==> config.mk <==
export PLATFORM = sky130hd
export DESIGN_NAME = demux_1to3_buf_flat
export DESIGN_NICKNAME = d
export VERILOG_FILES = /design/src/rtl/demux_1to3_buf_pkg.sv /design/src/rtl/demux_1to3_buf_if.sv /design/src/rtl/demux_1to3_buf_slot.sv /design/src/rtl/demux_1to3_buf.sv /design/src/flat_wrapper.sv
export SDC_FILE = /design/constraint.sdc
export NUM_CORES = 1
export LEC_CHECK = 0
export BUFFER_PORTS_ARGS = -buffer_cell sky130_fd_sc_hd__buf_4
export CELL_PAD_IN_SITES_DETAIL_PLACEMENT = 0
export CELL_PAD_IN_SITES_GLOBAL_PLACEMENT = 1
export CORE_ASPECT_RATIO = 1.25
export CORE_MARGIN = 1
export CORE_UTILIZATION = 37
export CTS_CLUSTER_DIAMETER = 30
export DETAILED_ROUTE_END_ITERATION = 8
export PLACE_DENSITY = 0.81
export SLEW_MARGIN = 25
export SYNTH_ARGS = -nofsm -noshare
export SYNTH_HDL_FRONTEND = slang
export SYNTH_HIERARCHICAL = 1
export SYNTH_SLANG_ARGS = --single-unit
==> constraint.sdc <==
create_clock -name Clk -period 3.6 [get_ports Clk]
set_input_delay 0.36 -clock Clk [delete_from_list [all_inputs] [get_ports Clk]]
set_output_delay 0.36 -clock Clk [all_outputs]
set_load 0.1 [all_outputs]
==> src/rtl/demux_1to3_buf_pkg.sv <==
// Shared types and constants for the registered 1-to-3 demultiplexer.
// Optional transfer counters are enabled with the DEMUX_COUNT_EN macro.
package lc3_demux_pkg;

    typedef enum logic [1:0] {
        SEL_D0  = 2'b00,
        SEL_D1  = 2'b01,
        SEL_D2  = 2'b10,
        SEL_BAD = 2'b11
    } sel_t;

    localparam int NUM_CH = 3;

    // One-hot channel decode of a destination select; the illegal code maps to no channel.
    function automatic logic [NUM_CH-1:0] sel_decode(input sel_t sel);
        logic [NUM_CH-1:0] onehot;
        onehot = '0;
        case (sel)
            SEL_D0:  onehot = 3'b001;
            SEL_D1:  onehot = 3'b010;
            SEL_D2:  onehot = 3'b100;
            SEL_BAD: onehot = 3'b000;
        endcase
        return onehot;
    endfunction

endpackage

==> src/rtl/demux_1to3_buf_if.sv <==
// Handshake bundle between the LC-3 bus driver, the demux and its three consumers.
// With DEMUX_COUNT_EN defined the bundle also carries the per-channel transfer counters.
interface demux_1to3_buf_if #(
    parameter int WIDTH = 16
`ifdef DEMUX_COUNT_EN
    , parameter int CNT_W = 8
`endif
);

    logic             in_valid;
    logic             in_ready;
    logic [1:0]       select;
    logic [WIDTH-1:0] D_in;

    logic             D0_valid;
    logic             D1_valid;
    logic             D2_valid;
    logic             D0_ready;
    logic             D1_ready;
    logic             D2_ready;
    logic [WIDTH-1:0] D0_out;
    logic [WIDTH-1:0] D1_out;
    logic [WIDTH-1:0] D2_out;
    logic             sel_err;

`ifdef DEMUX_COUNT_EN
    logic [CNT_W-1:0] D0_cnt;
    logic [CNT_W-1:0] D1_cnt;
    logic [CNT_W-1:0] D2_cnt;

    // Producer and consumers side.
    modport master (
        output in_valid, select, D_in, D0_ready, D1_ready, D2_ready,
        input  in_ready, D0_valid, D1_valid, D2_valid, D0_out, D1_out, D2_out, sel_err,
        input  D0_cnt, D1_cnt, D2_cnt
    );

    // Demux side.
    modport slave (
        input  in_valid, select, D_in, D0_ready, D1_ready, D2_ready,
        output in_ready, D0_valid, D1_valid, D2_valid, D0_out, D1_out, D2_out, sel_err,
        output D0_cnt, D1_cnt, D2_cnt
    );
`else
    // Producer and consumers side.
    modport master (
        output in_valid, select, D_in, D0_ready, D1_ready, D2_ready,
        input  in_ready, D0_valid, D1_valid, D2_valid, D0_out, D1_out, D2_out, sel_err
    );

    // Demux side.
    modport slave (
        input  in_valid, select, D_in, D0_ready, D1_ready, D2_ready,
        output in_ready, D0_valid, D1_valid, D2_valid, D0_out, D1_out, D2_out, sel_err
    );
`endif

endinterface

==> src/rtl/demux_1to3_buf_slot.sv <==
// demux_slot: one-entry output buffer for a single demux channel.
// A write and a drain on the same edge replace the word with no bubble.
// With DEMUX_COUNT_EN defined it also counts output transfers (wrapping).
module demux_slot #(
    parameter int WIDTH = 16
`ifdef DEMUX_COUNT_EN
    , parameter int CNT_W = 8
`endif
) (
    input  logic             clk,
    input  logic             rst_n,
    input  logic             wr_en,
    input  logic [WIDTH-1:0] wr_data,
    input  logic             rd_ready,
    output logic             full,
    output logic             ready,
    output logic [WIDTH-1:0] data
`ifdef DEMUX_COUNT_EN
    , output logic [CNT_W-1:0] cnt
`endif
);

    logic rd_xfer;

    assign rd_xfer = full & rd_ready;
    // The slot can take a word when empty or when its current word leaves this cycle.
    assign ready   = ~full | rd_ready;

    // Occupancy flag: a write wins over a same-edge drain so the slot stays full.
    always_ff @(posedge clk or negedge rst_n) begin
        // NOTE: state registers use non-blocking assignment so every flop samples pre-edge values.
        if (!rst_n) begin
            full <= 1'b0;
        end else if (wr_en) begin
            full <= 1'b1;
        end else if (rd_xfer) begin
            full <= 1'b0;
        end
    end

    // Data register: captures accepted words and holds its value otherwise, even after a drain.
    always_ff @(posedge clk or negedge rst_n) begin
        // NOTE: this datapath register is reset on purpose because its value is visible on the port after reset.
        if (!rst_n) begin
            data <= '0;
        end else if (wr_en) begin
            data <= wr_data;
        end
    end

`ifdef DEMUX_COUNT_EN
    // Transfer counter: one step per word taken by the consumer, wrapping at the top.
    always_ff @(posedge clk or negedge rst_n) begin
        if (!rst_n) begin
            cnt <= '0;
        end else if (rd_xfer) begin
            cnt <= cnt + 1'b1;
        end
    end
`endif

endmodule

==> src/rtl/demux_1to3_buf.sv <==
// demux_1to3_buf: registered 1-to-3 demultiplexer with one-entry buffers per channel.
// Routes a valid/ready input word to D0/D1/D2 by select; select 11 drops the word and
// pulses sel_err. Per-channel transfer counters are added when DEMUX_COUNT_EN is defined.
module demux_1to3_buf
    import lc3_demux_pkg::*;
#(
    parameter int WIDTH = 16
`ifdef DEMUX_COUNT_EN
    , parameter int CNT_W = 8
`endif
) (
    input  logic           Clk,
    input  logic           Reset_n,
    demux_1to3_buf_if.slave bus
);

    sel_t              sel;
    logic [NUM_CH-1:0] sel_onehot;
    logic [NUM_CH-1:0] wr_en;
    logic [NUM_CH-1:0] rd_ready;
    logic [NUM_CH-1:0] slot_full;
    logic [NUM_CH-1:0] slot_ready;
    logic [WIDTH-1:0]  slot_data [NUM_CH];
`ifdef DEMUX_COUNT_EN
    logic [CNT_W-1:0]  slot_cnt  [NUM_CH];
`endif

    assign sel        = sel_t'(bus.select);
    assign sel_onehot = sel_decode(sel);
    assign rd_ready   = {bus.D2_ready, bus.D1_ready, bus.D0_ready};

    // Only the selected channel's readiness matters; illegal selects are always consumed.
    assign bus.in_ready = (sel == SEL_BAD) | (|(sel_onehot & slot_ready));
    assign wr_en        = sel_onehot & slot_ready & {NUM_CH{bus.in_valid}};

    for (genvar i = 0; i < NUM_CH; i++) begin : g_slot
        demux_slot #(
            .WIDTH (WIDTH)
`ifdef DEMUX_COUNT_EN
            , .CNT_W (CNT_W)
`endif
        ) u_slot (
            .clk      (Clk),
            .rst_n    (Reset_n),
            .wr_en    (wr_en[i]),
            .wr_data  (bus.D_in),
            .rd_ready (rd_ready[i]),
            .full     (slot_full[i]),
            .ready    (slot_ready[i]),
            .data     (slot_data[i])
`ifdef DEMUX_COUNT_EN
            , .cnt    (slot_cnt[i])
`endif
        );
    end

    assign bus.D0_valid = slot_full[0];
    assign bus.D1_valid = slot_full[1];
    assign bus.D2_valid = slot_full[2];
    assign bus.D0_out   = slot_data[0];
    assign bus.D1_out   = slot_data[1];
    assign bus.D2_out   = slot_data[2];
`ifdef DEMUX_COUNT_EN
    assign bus.D0_cnt   = slot_cnt[0];
    assign bus.D1_cnt   = slot_cnt[1];
    assign bus.D2_cnt   = slot_cnt[2];
`endif

    // Error pulse: high for exactly the cycle after an illegal-select word is consumed.
    always_ff @(posedge Clk or negedge Reset_n) begin
        if (!Reset_n) begin
            bus.sel_err <= 1'b0;
        end else begin
            bus.sel_err <= bus.in_valid & (sel == SEL_BAD);
        end
    end

endmodule

==> src/flat_wrapper.sv <==
// flat-port wrapper written by rule: the top's interface ports become plain ports
module demux_1to3_buf_flat import lc3_demux_pkg::*;
#(
    parameter int WIDTH = 16

)
  (Clk, Reset_n, bus_in_valid, bus_select, bus_D_in, bus_D0_ready, bus_D1_ready, bus_D2_ready, bus_in_ready, bus_D0_valid, bus_D1_valid, bus_D2_valid, bus_D0_out, bus_D1_out, bus_D2_out, bus_sel_err);
  demux_1to3_buf_if #(.WIDTH(WIDTH)) bus_i ();
  input  logic Clk;
  input  logic Reset_n;
  input wire logic [$bits(bus_i.in_valid)-1:0] bus_in_valid;
  input wire logic [$bits(bus_i.select)-1:0] bus_select;
  input wire logic [$bits(bus_i.D_in)-1:0] bus_D_in;
  input wire logic [$bits(bus_i.D0_ready)-1:0] bus_D0_ready;
  input wire logic [$bits(bus_i.D1_ready)-1:0] bus_D1_ready;
  input wire logic [$bits(bus_i.D2_ready)-1:0] bus_D2_ready;
  output wire logic [$bits(bus_i.in_ready)-1:0] bus_in_ready;
  output wire logic [$bits(bus_i.D0_valid)-1:0] bus_D0_valid;
  output wire logic [$bits(bus_i.D1_valid)-1:0] bus_D1_valid;
  output wire logic [$bits(bus_i.D2_valid)-1:0] bus_D2_valid;
  output wire logic [$bits(bus_i.D0_out)-1:0] bus_D0_out;
  output wire logic [$bits(bus_i.D1_out)-1:0] bus_D1_out;
  output wire logic [$bits(bus_i.D2_out)-1:0] bus_D2_out;
  output wire logic [$bits(bus_i.sel_err)-1:0] bus_sel_err;
  assign bus_i.in_valid = bus_in_valid;
  assign bus_i.select = bus_select;
  assign bus_i.D_in = bus_D_in;
  assign bus_i.D0_ready = bus_D0_ready;
  assign bus_i.D1_ready = bus_D1_ready;
  assign bus_i.D2_ready = bus_D2_ready;
  assign bus_in_ready = bus_i.in_ready;
  assign bus_D0_valid = bus_i.D0_valid;
  assign bus_D1_valid = bus_i.D1_valid;
  assign bus_D2_valid = bus_i.D2_valid;
  assign bus_D0_out = bus_i.D0_out;
  assign bus_D1_out = bus_i.D1_out;
  assign bus_D2_out = bus_i.D2_out;
  assign bus_sel_err = bus_i.sel_err;
  demux_1to3_buf #(.WIDTH(WIDTH)) u_core (.Clk(Clk), .Reset_n(Reset_n), .bus(bus_i));
endmodule
==> run metrics <==
cts bufs inserted 5; Initial Util 0.388; kind of critical path reg2out; Vias 1225; Post-Synth XOR/XNOR Area 0; IO Pins 77; H-tree levels 2; clock sinks 52; M1 wire length between 1500 and 2000 um; initial antenna violation count 0; via density per instance ~4.6; final WL 3890 um; Antenna Cells 0; Root Buffer clkbuf_8; nets 224; Leak Pwr 1.37 nW; Seq cells post-synth 52; Routability Congestion 0.670; synthesis-to-finish area growth 31.0%; Power Density 848 nW/um^2; Synth Cell Area 2140 um^2; I/O Buffers 76; First DRT Iteration DRCs 57; DP Wirelength 2730 um; Core Area around 5500 um^2; final instance area between 2000 and 3000 um^2; Worst EP required 3.24 ns; vias in the first global route approximately 1300; clock skew 0.00315 ns; max-slew violations 0; Resized Gates After CTS 0; largest family of logic cells by synthesized area multiplexers; Hold Fails Final Rpt 0; TritonCTS clock tree done; commonest non-fill, non-tap cell in the layout buf_4; crit end category output port; Synthesis Warnings 6; ANT nets after route 0; first-pass GRT wire length 6400 um; combinational share of power 0.541; CP arrival roughly 1.4 ns; Syn Inst Count 122; drt pass-1 iters 4; width of the die 70.1 um; post-synthesis sequential area ratio 0.607; Synth cell types 14; met2 WL roughly 1800 um; Post-Synth Adder-Cell Area 0; Least-Margin Pin Slew 0.640 ns; Post-Syn Nets 146; total congestion overflow 0; Startpoint Class flip-flop; total track usage 0.134; Syn Area/Cell 17.6 um^2; Tcrit/Tclk final 0.493; Peak VDD IR 0.000444 V; switching share of power 0.517; post-CTS setup buffer count 0; Setup violations, final 0; hold_buf cts 0; final setup TNS 0 ns; top layer used by detailed routing met3; Flop pwr share 0.321; FP Rows 30; placed cell area 2710 um^2; most frequent cells in the layout buf_4, dfrtp_1, mux2_4; WL per Instance about 15 um; Clock power frac 0.138; Hold Worst Slack 0.0973 ns; mux contribution to synthesized area 0.300; internal power around 1.1 mW; Max Root-Sink Buffers 2; dpl ws 1.57 ns; status finished, final reports clean; post-synthesis compound-gate area fraction 0.00292; Die Y-Extent 87.1 um; simple-gate share of the synthesized area 0.0444; fin crit period about 1.8 ns; Slew headroom 0.573; Skew-Pair Late Insertion Delay around 0.29 ns; RSZ-0062 raised after global routing false; Worst-path clk slew 0.08 ns; Max Cap Viol 0; share of cells above drive strength 1 0.677; pin count of the biggest net entering global routing 53; DRC 0; full die area around 6100 um^2; worst min-delay path class in2async; Max Freq 564 MHz; sw power about 1.2 mW; final setup margin about 1.8 ns; met3 WL post-DR 297 um; worst-path fanout max 2
[logic make-up (layout without fill, tap and decap cells)]
| group | Yosys count | after routing |
|---|---|---|
| buf+inv | 7 | 86 |
| flops | 52 | 52 |
| compound gates | 1 | 1 |
| simple gates | 14 | 14 |
| mux | 48 | 48 |
[stage by stage]
| step | power, mW | util | std cells |
|---|---|---|---|
| 5_1_grt | 2.47 | 0.509 | 265 |
| 2_1_floorplan | 1.80 | - | 122 |
| 4_1_cts | 2.41 | 0.508 | 265 |
| 6_report | 2.38 | 0.509 | 265 |
| 3_3_place_gp | 2.06 | 0.491 | 257 |
| 3_5_place_dp | 2.07 | 0.491 | 257 |
[per-layer routing]
metal | global-route usage | up-vias
met4 | 0.0218 | 0
met5 | 0 | -
met1 | 0.186 | 594
met3 | 0.0486 | 0
li1 | - | 574
met2 | 0.205 | 57
[flip-flops by register name, summed over array words and instances (netlist names)]
signal                     count
u_core/g_slot.u_slot/data     48
u_core/bus.sel_err             1
u_core/g_slot.u_slot/full      3
[Yosys cell counts (all sizes together)]
master,n,area share
a31oi,1,0.0029
and3,1,0.0035
and4b,1,0.0053
buf,6,0.044
dfrtp,52,0.61
inv,1,0.0018
mux2,48,0.30
nand2,1,0.0018
nand2b,8,0.027
nor2,2,0.0035
nor3b,1,0.0035
[worst max-delay path, cell delays in order, from the launching register on]
cell      delay (ns)
dfrtp_1         0.40
nand2b_1        0.09
nand2_1         0.11
a31oi_1         0.21
buf_4           0.32
[cell type report]
cell class                      instances  area (um^2)
Fill cell                             475         2710
Sequential cell                        52         1300
Multi-Input combinational cell         63          753
Timing Repair Buffer                   77          578
Clock buffer                            8         90.1
Tap cell                               64         80.1
Inverter                                1         3.75
[power groups by stage]
stage / logic [mW] / registers (mW) / clock network, mW
6_report: 1.29 / 0.764 / 0.329
5_1_grt: 1.32 / 0.780 / 0.370
4_1_cts: 1.29 / 0.766 / 0.352
3_5_place_dp: 1.29 / 0.777 / 0
3_3_place_gp: 1.29 / 0.775 / 0
2_1_floorplan: 0.175 / 1.63 / 0
[final timing paths]
check | slack (ns) | startpoint | to | cells after the start
setup reg to reg | 1.99 | u_core/g_slot[2].u_slot/full$_DFFE_PN0P_ | u_core/g_slot[2].u_slot/data[14]$_DFFE_PN0P_ | 3
max in group asynchronous | 3.09 | Reset_n | u_core/g_slot[0].u_slot/data[11]$_DFFE_PN0P_ | 1
min in group Clk | 0.31 | bus_D_in[4] | u_core/g_slot[2].u_slot/data[4]$_DFFE_PN0P_ | 2
hold reg to reg | 0.51 | u_core/g_slot[1].u_slot/data[14]$_DFFE_PN0P_ | u_core/g_slot[1].u_slot/data[14]$_DFFE_PN0P_ | 1
setup / recovery | 1.83 | u_core/g_slot[1].u_slot/full$_DFFE_PN0P_ | bus_in_ready | 4
hold / removal | 0.1 | Reset_n | u_core/g_slot[2].u_slot/data[4]$_DFFE_PN0P_ | 1
No activity file was read; power rests on OpenSTA's default activity.
